===== config.mk =====
export PLATFORM = sky130hd
export DESIGN_NAME = load_formatter
export DESIGN_NICKNAME = d
export VERILOG_FILES = /design/src/rtl/load_formatter.sv
export SDC_FILE = /design/constraint.sdc
export NUM_CORES = 1
export LEC_CHECK = 0
export ABC_AREA = 0
export CORE_AREA = 10 10 179 114
export CTS_CLUSTER_DIAMETER = 40
export DETAILED_ROUTE_END_ITERATION = 12
export DIE_AREA = 0 0 189 124
export GPL_TIMING_DRIVEN = 0
export PLACE_DENSITY = 0.8
export SKIP_LAST_GASP = 1
export SLEW_MARGIN = 20
export SYNTH_ARGS = -nofsm -noshare
export SYNTH_HDL_FRONTEND = slang
export SYNTH_SLANG_ARGS = --single-unit
export TNS_END_PERCENT = 50

===== constraint.sdc =====
create_clock -name clk -period 3.3 [get_ports clk]
set_clock_uncertainty 0.05 [all_clocks]
set_input_delay 0.66 -clock clk [delete_from_list [all_inputs] [get_ports clk]]
set_output_delay 0.66 -clock clk [all_outputs]
set_load 0.01 [all_outputs]

===== src/rtl/load_formatter.sv =====
// Load formatter: turns a byte-addressed core load (LB/LH/LW/LBU/LHU) into one
// or two word reads on the load unit, then extracts and extends the result.
// Misaligned loads are either split across two words or rejected with an error.
module load_formatter #(
   parameter bit MISALIGNED_EN = 1'b1
) (
   input  logic        clk,
   input  logic        rstn_i,
   input  logic        req_valid_i,
   output logic        req_ready_o,
   input  logic [31:0] req_addr_i,
   input  logic [2:0]  req_funct3_i,
   output logic        resp_valid_o,
   output logic [31:0] resp_data_o,
   output logic        resp_err_o,
   output logic        lu_read_o,
   output logic [31:0] lu_addr_o,
   input  logic        lu_valid_i,
   input  logic [31:0] lu_data_i
);

   typedef enum logic [2:0] {
      S_IDLE,
      S_RD0,
      S_GAP,
      S_RD1,
      S_RESP,
      S_ERR
   } state_t;

   state_t      state_q, state_d;
   logic [31:0] addr_q, addr_d;
   logic [2:0]  funct3_q, funct3_d;
   logic [31:0] word0_q, word0_d;
   logic [31:0] word1_q, word1_d;

   logic        req_ready_q, req_ready_d;
   logic        resp_valid_q, resp_valid_d;
   logic        resp_err_q, resp_err_d;
   logic [31:0] resp_data_q, resp_data_d;
   logic        lu_read_q, lu_read_d;
   logic [31:0] lu_addr_q, lu_addr_d;

   logic [63:0] dword;
   logic [31:0] shifted;
   logic [31:0] extended;

   // Only LB, LH, LW, LBU, LHU are legal load encodings.
   function automatic logic is_illegal(input logic [2:0] f3);
      return (f3 == 3'b011) || (f3 == 3'b110) || (f3 == 3'b111);
   endfunction

   // Halfwords cross a word only at offset 3; words at any nonzero offset.
   function automatic logic is_misaligned(input logic [1:0] ofs, input logic [2:0] f3);
      return ((f3[1:0] == 2'b01) && (ofs == 2'b11)) ||
             ((f3[1:0] == 2'b10) && (ofs != 2'b00));
   endfunction

   // Next state and latched request/data words.
   always_comb begin
      state_d  = state_q;
      addr_d   = addr_q;
      funct3_d = funct3_q;
      word0_d  = word0_q;
      word1_d  = word1_q;
      case (state_q)
         S_IDLE: begin
            if (req_valid_i) begin
               addr_d   = req_addr_i;
               funct3_d = req_funct3_i;
               word0_d  = '0;
               word1_d  = '0;
               if (is_illegal(req_funct3_i) ||
                   (!MISALIGNED_EN && is_misaligned(req_addr_i[1:0], req_funct3_i)))
                  state_d = S_ERR;
               else
                  state_d = S_RD0;
            end
         end
         S_RD0: begin
            if (lu_valid_i) begin
               word0_d = lu_data_i;
               state_d = is_misaligned(addr_q[1:0], funct3_q) ? S_GAP : S_RESP;
            end
         end
         S_GAP: state_d = S_RD1;
         S_RD1: begin
            if (lu_valid_i) begin
               word1_d = lu_data_i;
               state_d = S_RESP;
            end
         end
         S_RESP:  state_d = S_IDLE;
         S_ERR:   state_d = S_IDLE;
         default: state_d = S_IDLE;
      endcase
   end

   // Extract the addressed bytes from the two-word window and extend them.
   // The _d words already contain the beat being accepted this cycle, so the
   // result is ready to register on the same edge that enters RESP.
   always_comb begin
      dword   = {word1_d, word0_d};
      shifted = dword[{addr_d[1:0], 3'b000} +: 32];
      case (funct3_d)
         3'b000:  extended = {{24{shifted[7]}}, shifted[7:0]};
         3'b001:  extended = {{16{shifted[15]}}, shifted[15:0]};
         3'b100:  extended = {24'd0, shifted[7:0]};
         3'b101:  extended = {16'd0, shifted[15:0]};
         default: extended = shifted;
      endcase
   end

   // Registered outputs are decoded from the state being entered.
   always_comb begin
      req_ready_d  = (state_d == S_IDLE);
      lu_read_d    = (state_d == S_RD0) || (state_d == S_RD1);
      resp_valid_d = (state_d == S_RESP) || (state_d == S_ERR);
      resp_err_d   = (state_d == S_ERR);
      lu_addr_d    = '0;
      if (state_d == S_RD0)
         lu_addr_d = {addr_d[31:2], 2'b00};
      else if (state_d == S_RD1)
         lu_addr_d = {addr_d[31:2], 2'b00} + 32'd4;
      resp_data_d = resp_data_q;
      if (state_d == S_RESP)
         resp_data_d = extended;
      else if (state_d == S_ERR)
         resp_data_d = '0;
   end

   // State, latched request and registered outputs; reset aborts any transaction.
   always_ff @(posedge clk or negedge rstn_i) begin
      if (!rstn_i) begin
         state_q      <= S_IDLE;
         addr_q       <= '0;
         funct3_q     <= '0;
         word0_q      <= '0;
         word1_q      <= '0;
         req_ready_q  <= 1'b1;
         resp_valid_q <= 1'b0;
         resp_err_q   <= 1'b0;
         resp_data_q  <= '0;
         lu_read_q    <= 1'b0;
         lu_addr_q    <= '0;
      end else begin
         state_q      <= state_d;
         addr_q       <= addr_d;
         funct3_q     <= funct3_d;
         word0_q      <= word0_d;
         word1_q      <= word1_d;
         req_ready_q  <= req_ready_d;
         resp_valid_q <= resp_valid_d;
         resp_err_q   <= resp_err_d;
         resp_data_q  <= resp_data_d;
         lu_read_q    <= lu_read_d;
         lu_addr_q    <= lu_addr_d;
      end
   end

   assign req_ready_o  = req_ready_q;
   assign resp_valid_o = resp_valid_q;
   assign resp_err_o   = resp_err_q;
   assign resp_data_o  = resp_data_q;
   assign lu_read_o    = lu_read_q;
   assign lu_addr_o    = lu_addr_q;

endmodule


Word-level counts from Yosys, hierarchy flattened. Index checks and enable logic that the tools add are counted.

Shift operators: 1. Reduce and logical (&&, ||, !) cells: 12. $add $sub $neg: 1. Mux-type cells: 21. Equality and inequality tests: 16.

Operator list (count): $mux 32 (10); $pmux 32 s2 (2); $pmux 32 s4 (1); $shiftx 64x6->32 (1); $add 32x3->32 const B (1); $mux 3 (7); $eq 3x3->1 const B (6); $eq 3x2->1 const B (4); $pmux 3 s4 (1); $eq 3x1->1 const B (3); $logic_not 3->1 (3); $logic_or 1x1->1 (5); $eq 2x2->1 const B (2); $reduce_bool 2->1 (2); $eq 2x1->1 const B (1); $logic_and 1x1->1 (2).

Output and inout port bits: 68. Logic and storage cells: 62. Input port bits: 71. Bits in registers: 170.

Longest topological paths before layout. Gate-level depths: netlist (run 1).

Depth after elaboration: 9. Gate-level depth with buffers: 14.

Least setup slack after synthesis (run 1). No wires, ideal clock.

Kind: input to register. Start: input port req_valid_i. End: register lu_addr_q[10] (netlist: lu_addr_o[10]). Data arrival time: 3.492 ns. Cell stages on the path: 14. Buffers on the path: 5. Slack: -0.321 ns. Data required time: 3.172 ns. Cell sequence: nor4b_1 buf_2 buf_2 buf_2 buf_2 buf_1 nand2_1 nand2_1 ha_1 nand2_1 nor3_2 nor2_1 or4_1 a21oi_1.

Longest elaborated chain between the ends: 5.

RTL lines: start: declaration (RTL line 9) `input logic req_valid_i,`; $mux 32 (RTL line 68) `if (req_valid_i) begin`; $mux 32 (RTL line 66) `case (state_q)`; via addr_d[2] (RTL line 32) `logic [31:0] addr_q, addr_d;`; $add 32x3->32 (RTL line 124) `lu_addr_d = {addr_d[31:2], 2'b00} + 32'd4;`; $mux 32 (RTL line 123) `else if (state_d == S_RD1)`; $mux 32 (RTL line 121) `if (state_d == S_RD0)`; via lu_addr_d[10] (RTL line 42) `logic [31:0] lu_addr_q, lu_addr_d;`; end signal: assignment (RTL line 157) `lu_addr_q <= lu_addr_d;`; end: declaration (RTL line 42).

The timed path passes the listed nets, and every way through them passes these cells. A chain may end at the register's enable or synchronous reset.

Worst setup path in the final report (run 1).
Start: input port req_valid_i. End: register resp_data_q[1] (netlist: resp_data_o[1]).

Longest elaborated chain between the ends: 5.

RTL lines: $mux 32 (RTL line 68); $pmux 32 s2 / $mux 32 (equally long branches) (RTL line 66); $shiftx 64x6->32 (RTL line 104) `shifted = dword[{addr_d[1:0], 3'b000} +: 32];`; $pmux 32 s4 (RTL line 105) `case (funct3_d)`; $mux 32 (RTL line 126) `if (state_d == S_RESP)`; end signal: assignment (RTL line 155) `resp_data_q <= resp_data_d;`; end: declaration (RTL line 40) `logic [31:0] resp_data_q, resp_data_d;`.

Several ways; a longest one is shown, not always the timed one.

==> results of run 1 <==
-- cells by family (layout without fill, tap and decap cells) --
logic type	Yosys count	in the layout	share of synthesized area, %
flip-flops	160	160	49.6
AND/OR/NAND/NOR	344	344	21.2
AO/OA/AOI/OAI	205	205	18.8
multiplexers	26	26	3.58
buffers and inverters	91	263	4.79
XOR/XNOR	16	16	1.74
adder cells (fa/ha/maj)	1	1	0.155
other	1	2	0.0465
-- metal layers --
layer  track usage (%)  share of wire [%]
met1              36.4                 44
met2              32.7                 40
met3              11.3                 14
met4              6.37                1.5
met5                 0                  0
-- power by group through the flow --
stage | registers (uW) | logic, uW | clock network (uW)
finish | 3220 | 5550 | 2030
global route | 3300 | 5930 | 2120
CTS | 3200 | 5290 | 2030
detailed placement | 3220 | 5160 | 0
global placement | 3210 | 5090 | 0
floorplan | 3270 | 2880 | 0
-- registers in the layout (all words and copies together) (netlist names) --
signal        cells
lu_addr_o        30
funct3_q          3
resp_err_o        1
resp_data_o      32
word1_q          24
req_ready_o       1
lu_read_o         1
word0_q          32
resp_valid_o      1
state_q           3
addr_q           32
-- cell type report --
type	instances	area, um^2	area share [%]
Buffer	60	305	2.88
Timing Repair Buffer	144	1450	13.7
Clock buffer	18	429	4.05
Tap cell	234	293	2.76
Sequential cell	160	4010	37.8
Inverter	27	101	0.957
Multi-Input combinational cell	594	3840	36.3
Clock inverter	14	170	1.61
-- synthesized netlist by cell type, types with 5 or more instances --
cell type  instances  area share [%]
a211oi_1           9            0.84
nand2_1          140             6.5
a221oi_1          17             1.8
nor4bb_1          17             2.1
o21ai_0           45             2.8
dfrtp_1          159              49
buf_2             12            0.74
nand3_1           34             2.1
o211a_1            9             1.1
o21a_1             5            0.47
xor2_1             8            0.87
a32o_1             6            0.74
nor4_1             7            0.54
a21oi_1           22             1.4
buf_1              6            0.28
nor2_1            58             2.7
a22oi_1            9            0.84
a2bb2oi_1          6            0.65
nor2b_1           17             1.3
mux2i_1           12             1.5
and3_1            10            0.78
nand4_1           20             1.6
inv_1             25             1.2
xnor2_1            8            0.87
mux2_2            13             1.8
o211ai_1          15             1.4
clkbuf_1          41             1.9
a22o_1            30             3.3
nor3_1            11            0.68
-- critical path, stage by stage --
cell	delay, ps
clkdlybuf4s15_2	280
nor4b_2	220
buf_4	210
mux2i_4	440
clkbuf_1	590
nor2_1	190
nor4_4	520
nand2_1	180
a32o_1	290
-- worst paths after layout --
kind,to,slack [ps],cells past startpoint
max in group asynchronous,req_ready_o$_DFF_PN1_,2180,2
min in group clk,addr_q[31]$_DFF_PN0_,460,2
setup / recovery,resp_data_o[1]$_DFFE_PN0P_,-8,9
hold reg to reg,addr_q[31]$_DFF_PN0_,460,2
hold / removal,word1_q[9]$_DFF_PN0_,130,1
setup reg to reg,resp_data_o[1]$_DFFE_PN0P_,10,8
-- repair_timing --
action	CTS	global route
gates resized for setup	21	26
buffers inserted	6	1
setup endpoints to repair	57	42
hold buffers	0	0
pin swaps	2	3
-- metrics by stage --
stage / util [%] / TNS, ps
3_5_place_dp: 57.6 / -51710
5_1_grt: 62.4 / -203
6_report: 62.4 / -8.23
4_1_cts: 61.8 / -44.9
3_3_place_gp: 57.4 / -856370
2_1_floorplan: - / 0
==> impl_metrics.toml, run 1 <==
[floorplan]
die_y_um = 124
io_pins = 139
dieArea_um2 = 23400
placementRows = 37
die_x_um = 189
coreArea_um2 = 17000
start_util_pct = 47.5

[power]
sw_frac_of_total_pct = 44.7
cell_internal_pwr_uw = 5970
p_leak_uw = 0.00490
powerDensity_nw_per_um2 = 1020
power_uw = 10800
power_switching_uw = 4830
p_clk_share_pct = 18.8
ir_drop_mv = 0.534
power.share.sequential_pct = 29.8
comb_power_share_pct = 51.4

[worst_setup_path]
crit_start = "req_valid_i"
cp_data_required_time_ps = 3580
path_max_fanout = 10
critPathKind = "input pin to register"
crit_path_start_kind = "input pin"
critPathArrivalTime_ps = 3590
end_kind = "register"
r2r_start = "state_q[2]$_DFF_PN0_"

[cts]
numClockSinks = 160
cts-root-buf = "clkbuf_16"
htree_levels = 4
clk_latency_ps = 440
path_clk_slew_ps = 70
cts_tree = "built"
cts_buffers = 17
cts_buffer_depth = 2

[synthesis]
ys.flop_type = "dfrtp_1"
postSynthRegisterBits = 160
syn_area_per_cell_um2 = 9.56
synth_edf_count = 0
syn-cell-area_um2 = 8070
ys.warnings.count = 0
synth_cell_types = 74
synth_seq_area_share_pct = 49.6
synth-async-reset-ratio_pct = 100
synth_cells = 844

[finish]
fin_area_um2 = 10600
mostFrequentLayoutCell = "dfrtp_1"
drive_above_1_share_pct = 11.8
antenna_cells = 0
layout_common_cells = "dfrtp_1, nand2_1, clkdlybuf4s50_1"
syn_to_final_growth_pct = 31.3
n_fill_cell = 1415
final_cell_count_no_fill = 1251
num-nets-final = 1076

[job]
maxCapViolations = 0

[timing]
rsz0062_at_grt = "yes"
hold_ws_ps = 130
hold_viol_final = 0
fmax_ghz = 0.302
slew_violations = 0
setup_viol = 1
worst_slack_ps = -8.23
slew_headroom_pct = 39.5
fin_crit_sh_pct = 100
worst_pin_slew_ps = 900
fin_crit_ps = 3310

[placement]
dp_cells = 1216
gp_congestion = 0.966
dp_hpwl_um = 21800
dpl_cell_area_um2 = 9790
dp_slack_ps = -1490
io_buffers = 136

[grt]
grt_pass1_wl_um = 45200
grt_max_degree = 84
first_global_vias = 7473
grt_usage_pct = 25.1
overflow = 0
antenna_found_initial = 0

[status]
violations = "negative setup slack"
status = "finished with violations"

[detailed_routing]
routedWlPerCell_um = 23.7
routed_wl_um = 29600
ant_nets = 0
via_count = 7736
drc = 0
drtIter0Drc = 928
drt-pass1-iter-count = 5
vias_per_cell = 6.18

[hold_path]
hold_class = "input pin to async pin"
(Power assumes the default switching activity.)
==> run 2: changes to the inputs <==
- TNS_END_PERCENT: 50 -> 1
==> run 2 against run 1 <==
The run still ends with negative setup slack left. Sequential power hardly changed. Worst hold slack hardly changed. Die area stayed put. Non-clock buffer count is 1 lower. Total power hardly changed. Utilization is 0.066 points lower. Largest cell class unchanged. Largest power group unchanged.
==> impl_metrics.toml, run 2 (synthesis results as in run 1) <==
[status]
status = "finished with violations"
violations = "negative setup slack"

[worst_setup_path]
cp_data_required_time_ps = 3580
crit_path_start_kind = "input pin"
end_kind = "register"
cp_slowest_stage_delay_ps = 610
path_common_cell = "clkbuf_2"
critPathKind = "input pin to register"
crit_path_top_delay_cell = "clkdlybuf4s50_1"
critPathArrivalTime_ps = 3670
path_cells = "clkdlybuf4s50_1 > clkbuf_2 > clkbuf_1 > clkbuf_2 > nor2b_1 > o21ai_0 > nor2_1 > nor4_4 > nand2_1 > a32o_1"
path_max_fanout = 10

[timing]
hold_viol_final = 0
fin_crit_sh_pct = 103
setup_viol = 5
fin_crit_ps = 3390
worst_slack_ps = -91.6
fmax_ghz = 0.295
rsz0062_at_grt = "yes"
slew_violations = 0
tns_ps = -214
slew_headroom_pct = 33.1
worst_pin_slew_ps = 996

[floorplan]
die_y_um = 124
io_pins = 139
coreArea_um2 = 17000
dieArea_um2 = 23400
die_x_um = 189
start_util_pct = 47.5
placementRows = 37

[finish]
n_fill_cell = 1415
seqCellArea_um2 = 4010
mostFrequentLayoutCell = "dfrtp_1"
drive_above_1_share_pct = 11.2
utilization_pct = 62.3
final_cell_count_no_fill = 1251
layout_common_cells = "dfrtp_1, nand2_1, clkdlybuf4s50_1"
multi_input_area_um2 = 3840
syn_to_final_growth_pct = 31.2
num-nets-final = 1075

[grt]
overflow = 0
grt_usage_pct = 25.1
first_global_vias = 7489
grt_pass1_wl_um = 45000
antenna_found_initial = 1
grt_max_degree = 84

[cts]
cts_buffers = 17
cts_buffer_depth = 2
cts_tree = "built"
path_clk_slew_ps = 70
numClockSinks = 160
cts-root-buf = "clkbuf_16"
htree_levels = 4
postCtsHoldBufs = 0
clk_latency_ps = 440

[power]
ir_drop_mv = 0.533
powerDensity_nw_per_um2 = 1020
p_leak_uw = 0.00488

[detailed_routing]
drc = 0
routedWlPerCell_um = 23.8
routed_wl_um = 29800
ant_nets = 0
drtIter0Drc = 973
via_count = 7724
vias_per_cell = 6.17
drt-pass1-iter-count = 7

[hold_path]
hold_class = "input pin to async pin"

[placement]
dp_cells = 1216
dp_hpwl_um = 21800
io_buffers = 136
gp_congestion = 0.966

[job]
maxCapViolations = 0
## run 2: area by class of cell
class / instances / share of cell area, %
repair buffers: 143 / 13.6
clock buffers: 18 / 4.06
diodes: 1 / 0.0236
flip-flops and latches: 160 / 37.9
multi-input cells: 594 / 36.3
plain buffers: 60 / 2.84
clock inverters: 14 / 1.61
well taps: 234 / 2.77
inverters: 27 / 0.958
## run 2: what timing repair did
| action | CTS | global route |
|---|---|---|
| endpoints found under the setup margin | 57 | 58 |
| setup buffers | 6 | 0 |
| gates resized for setup | 14 | 27 |
| pin swaps | 2 | 3 |
## run 2: power by group
part | internal (uW) | total, uW | switching (uW)
clock network | 1080 | 2020 | 939
registers | 2790 | 3220 | 423
logic | 2090 | 5570 | 3480
total | 5970 | 10800 | 4840
## run 2: final timing paths
path | from | to | slack, ps | cells past startpoint
setup / recovery | lu_valid_i | resp_data_o[1]$_DFFE_PN0P_ | -90 | 10
hold / removal | rstn_i | word1_q[9]$_DFF_PN0_ | 130 | 1
setup reg to reg | state_q[2]$_DFF_PN0_ | resp_data_o[1]$_DFFE_PN0P_ | -30 | 8
hold reg to reg | word0_q[3]$_DFF_PN0_ | word0_q[3]$_DFF_PN0_ | 450 | 1
max in group asynchronous | rstn_i | req_ready_o$_DFF_PN1_ | 2160 | 2
min in group clk | word0_q[3]$_DFF_PN0_ | word0_q[3]$_DFF_PN0_ | 450 | 1
## run 2: metrics by stage
step           total power (uW)  worst slack (ps)  area [um^2]  hold slack, ps
2_1_floorplan              6160            0.0180         8100             314
6_report                  10800             -91.6        10600             130
5_1_grt                   11400              -140        10600             184
3_5_place_dp               8370             -1490         9790             431
4_1_cts                   10500              -120        10500             161
3_3_place_gp               8300             -5070         9750             430
## run 2: critical path: cells and delay by family
kind / cells / cell delay, ps
buffers and inverters: 4 / 1580
AND/OR/NAND/NOR: 4 / 910
AO/OA/AOI/OAI: 2 / 520
## run 2: routing by layer
layer	vias to the layer above	GRT usage [%]	share of wire, %
met2	545	32.6	40
met3	44	11.6	15
met5	-	0	0
met1	3739	36.3	44
li1	3396	-	-
met4	0	6.32	1.4
==> run 3: changes to the inputs <==
- CORE_AREA: 10 10 179 114 -> 10 10 175 112
- CTS_BUF_LIST: not set -> sky130_fd_sc_hd__clkbuf_4 sky130_fd_sc_hd__clkbuf_8
- DIE_AREA: 0 0 189 124 -> 0 0 185 122
- PLACE_DENSITY: 0.8 -> 0.83
- SLEW_MARGIN: 20 -> not set
==> run 3 against run 2 <==
The flow still finishes with violations (negative setup slack). First-iteration DRC count is 11% higher. Flip-flop and latch count is the same. Utilization grew 0.31 points. Worst setup slack gained 8.8 ps. Sequential share of layout area grew 0.75 points. Wire length fell by 3.7%. Sequential power is essentially flat. Global-route usage up 0.15 points. Clock power is 27% lower. Critical path type unchanged. Critical endpoint is now resp_data_o[0]$_DFFE_PN0P_. Largest cell class unchanged.
==> impl_metrics.toml, run 3 (synthesis results as in run 1) <==
[detailed_routing]
vias_per_cell = 6.23
drtIter0Drc = 1082
routed_wl_um = 28700
via_count = 7706
ant_nets = 0
drt-pass1-iter-count = 6
drc = 0
routedWlPerCell_um = 23.2

[finish]
drive_above_1_share_pct = 11.5
num-nets-final = 1082
final_cell_count_no_fill = 1237
n_fill_cell = 1372
syn_to_final_growth_pct = 28.6
layout_common_cells = "dfrtp_1, nand2_1, clkdlybuf4s50_1"
antenna_cells = 0
mostFrequentLayoutCell = "dfrtp_1"

[timing]
rsz0062_at_grt = "yes"
worst_slack_ps = -82.8
hold_ws_ps = 95.0
setup_viol = 1
slew_headroom_pct = 21.4
fin_crit_ps = 3380
worst_pin_slew_ps = 1170
fmax_ghz = 0.296
slew_violations = 0
fin_crit_sh_pct = 103
tns_ps = -82.8
hold_viol_final = 0

[floorplan]
coreArea_um2 = 16600
io_pins = 139
start_util_pct = 48.7
placementRows = 37
die_x_um = 185
die_y_um = 122
dieArea_um2 = 22600

[cts]
clk_latency_ps = 480
cts_tree = "built"
cts-root-buf = "clkbuf_8"
cts_buffers = 17
postCtsHoldBufs = 0
numClockSinks = 160
path_clk_slew_ps = 110
htree_levels = 4
cts_buffer_depth = 2

[status]
violations = "negative setup slack"
status = "finished with violations"

[placement]
io_buffers = 136
dp_hpwl_um = 21500
gp_congestion = 1.01
dp_cells = 1196

[grt]
first_global_vias = 7483
grt_max_degree = 82
grt_usage_pct = 25.2
grt_pass1_wl_um = 43800
antenna_found_initial = 0
overflow = 0

[worst_setup_path]
cp_top_family = "buffers and inverters"
worst-path-buf-inv = 4
critPathKind = "input pin to register"
path_max_fanout = 10
end_kind = "register"
path_cells = "clkdlybuf4s50_1 > clkbuf_1 > clkbuf_2 > clkbuf_2 > nor2b_1 > o21ai_0 > nor2_1 > nor4_2 > nand2_1 > a32o_1"
cp_data_required_time_ps = 3630
path_common_cell = "clkbuf_2"
crit_path_top_delay_cell = "nor4_2"
critPathArrivalTime_ps = 3710
crit_path_start_kind = "input pin"
cp_slowest_stage_delay_ps = 590

[power]
ir_drop_mv = 0.436
p_leak_uw = 0.00482
powerDensity_nw_per_um2 = 983

[job]
maxCapViolations = 0

[hold_path]
hold_class = "input pin to async pin"
## run 3: cell count changes in the layout (fill, tap and decap cells not counted), sizes merged
cell,change
buf,+7
bufinv,-1
clkbuf,-1
clkinv,-2
clkinvlp,-1
diode,-1
inv,+5
## run 3: repair_timing
action | CTS | global route
setup buffers | 9 | 4
pin swaps | 2 | 0
endpoints found under the setup margin | 51 | 47
resized for setup | 16 | 21
## run 3: through the flow
step / total power [uW] / setup WS [ps] / cell area (um^2) / utilization, %
after floorplan: 6160 / 0.0180 / 8100 / -
after CTS: 9860 / -46.3 / 10300 / 61.9
after global routing: 10700 / -96.7 / 10400 / 62.6
final: 10200 / -82.8 / 10400 / 62.6
after detailed placement: 8320 / -1500 / 9760 / 58.9
after global placement: 8230 / -5060 / 9720 / 58.7
## run 3: per-layer routing
metal / GRT usage [%] / wire length, um
met1: 36.5 / 12600
met2: 33.3 / 11600
met3: 10.9 / 3930
met4: 6.22 / 438
met5: 2.32 / 68
## run 3: worst paths after layout
check	startpoint	endpoint	slack [ps]	cells past startpoint
min in group clk	word0_q[2]$_DFF_PN0_	word0_q[2]$_DFF_PN0_	460	1
max reg2reg	state_q[2]$_DFF_PN0_	resp_data_o[0]$_DFFE_PN0P_	-70	9
max in group asynchronous	rstn_i	addr_q[24]$_DFF_PN0_	2290	2
min	rstn_i	word0_q[13]$_DFF_PN0_	100	1
min reg2reg	word0_q[2]$_DFF_PN0_	word0_q[2]$_DFF_PN0_	460	1
max	lu_valid_i	resp_data_o[0]$_DFFE_PN0P_	-80	10
## run 3: final cells by class
cell class	count	area, um^2	share of cell area [%]
flip-flops and latches	160	4010	38.6
multi-input cells	594	3810	36.8
repair buffers	150	1490	14.4
plain buffers	60	302	2.91
well taps	214	268	2.58
clock buffers	17	234	2.26
clock inverters	15	159	1.53
inverters	27	101	0.977
## run 3: where the power goes
part	leakage (uW)	total, uW	switching, uW	internal, uW
Clock	0.000202	1480	907	576
Sequential	0.00209	3210	421	2790
Combinational	0.00253	5510	3400	2120
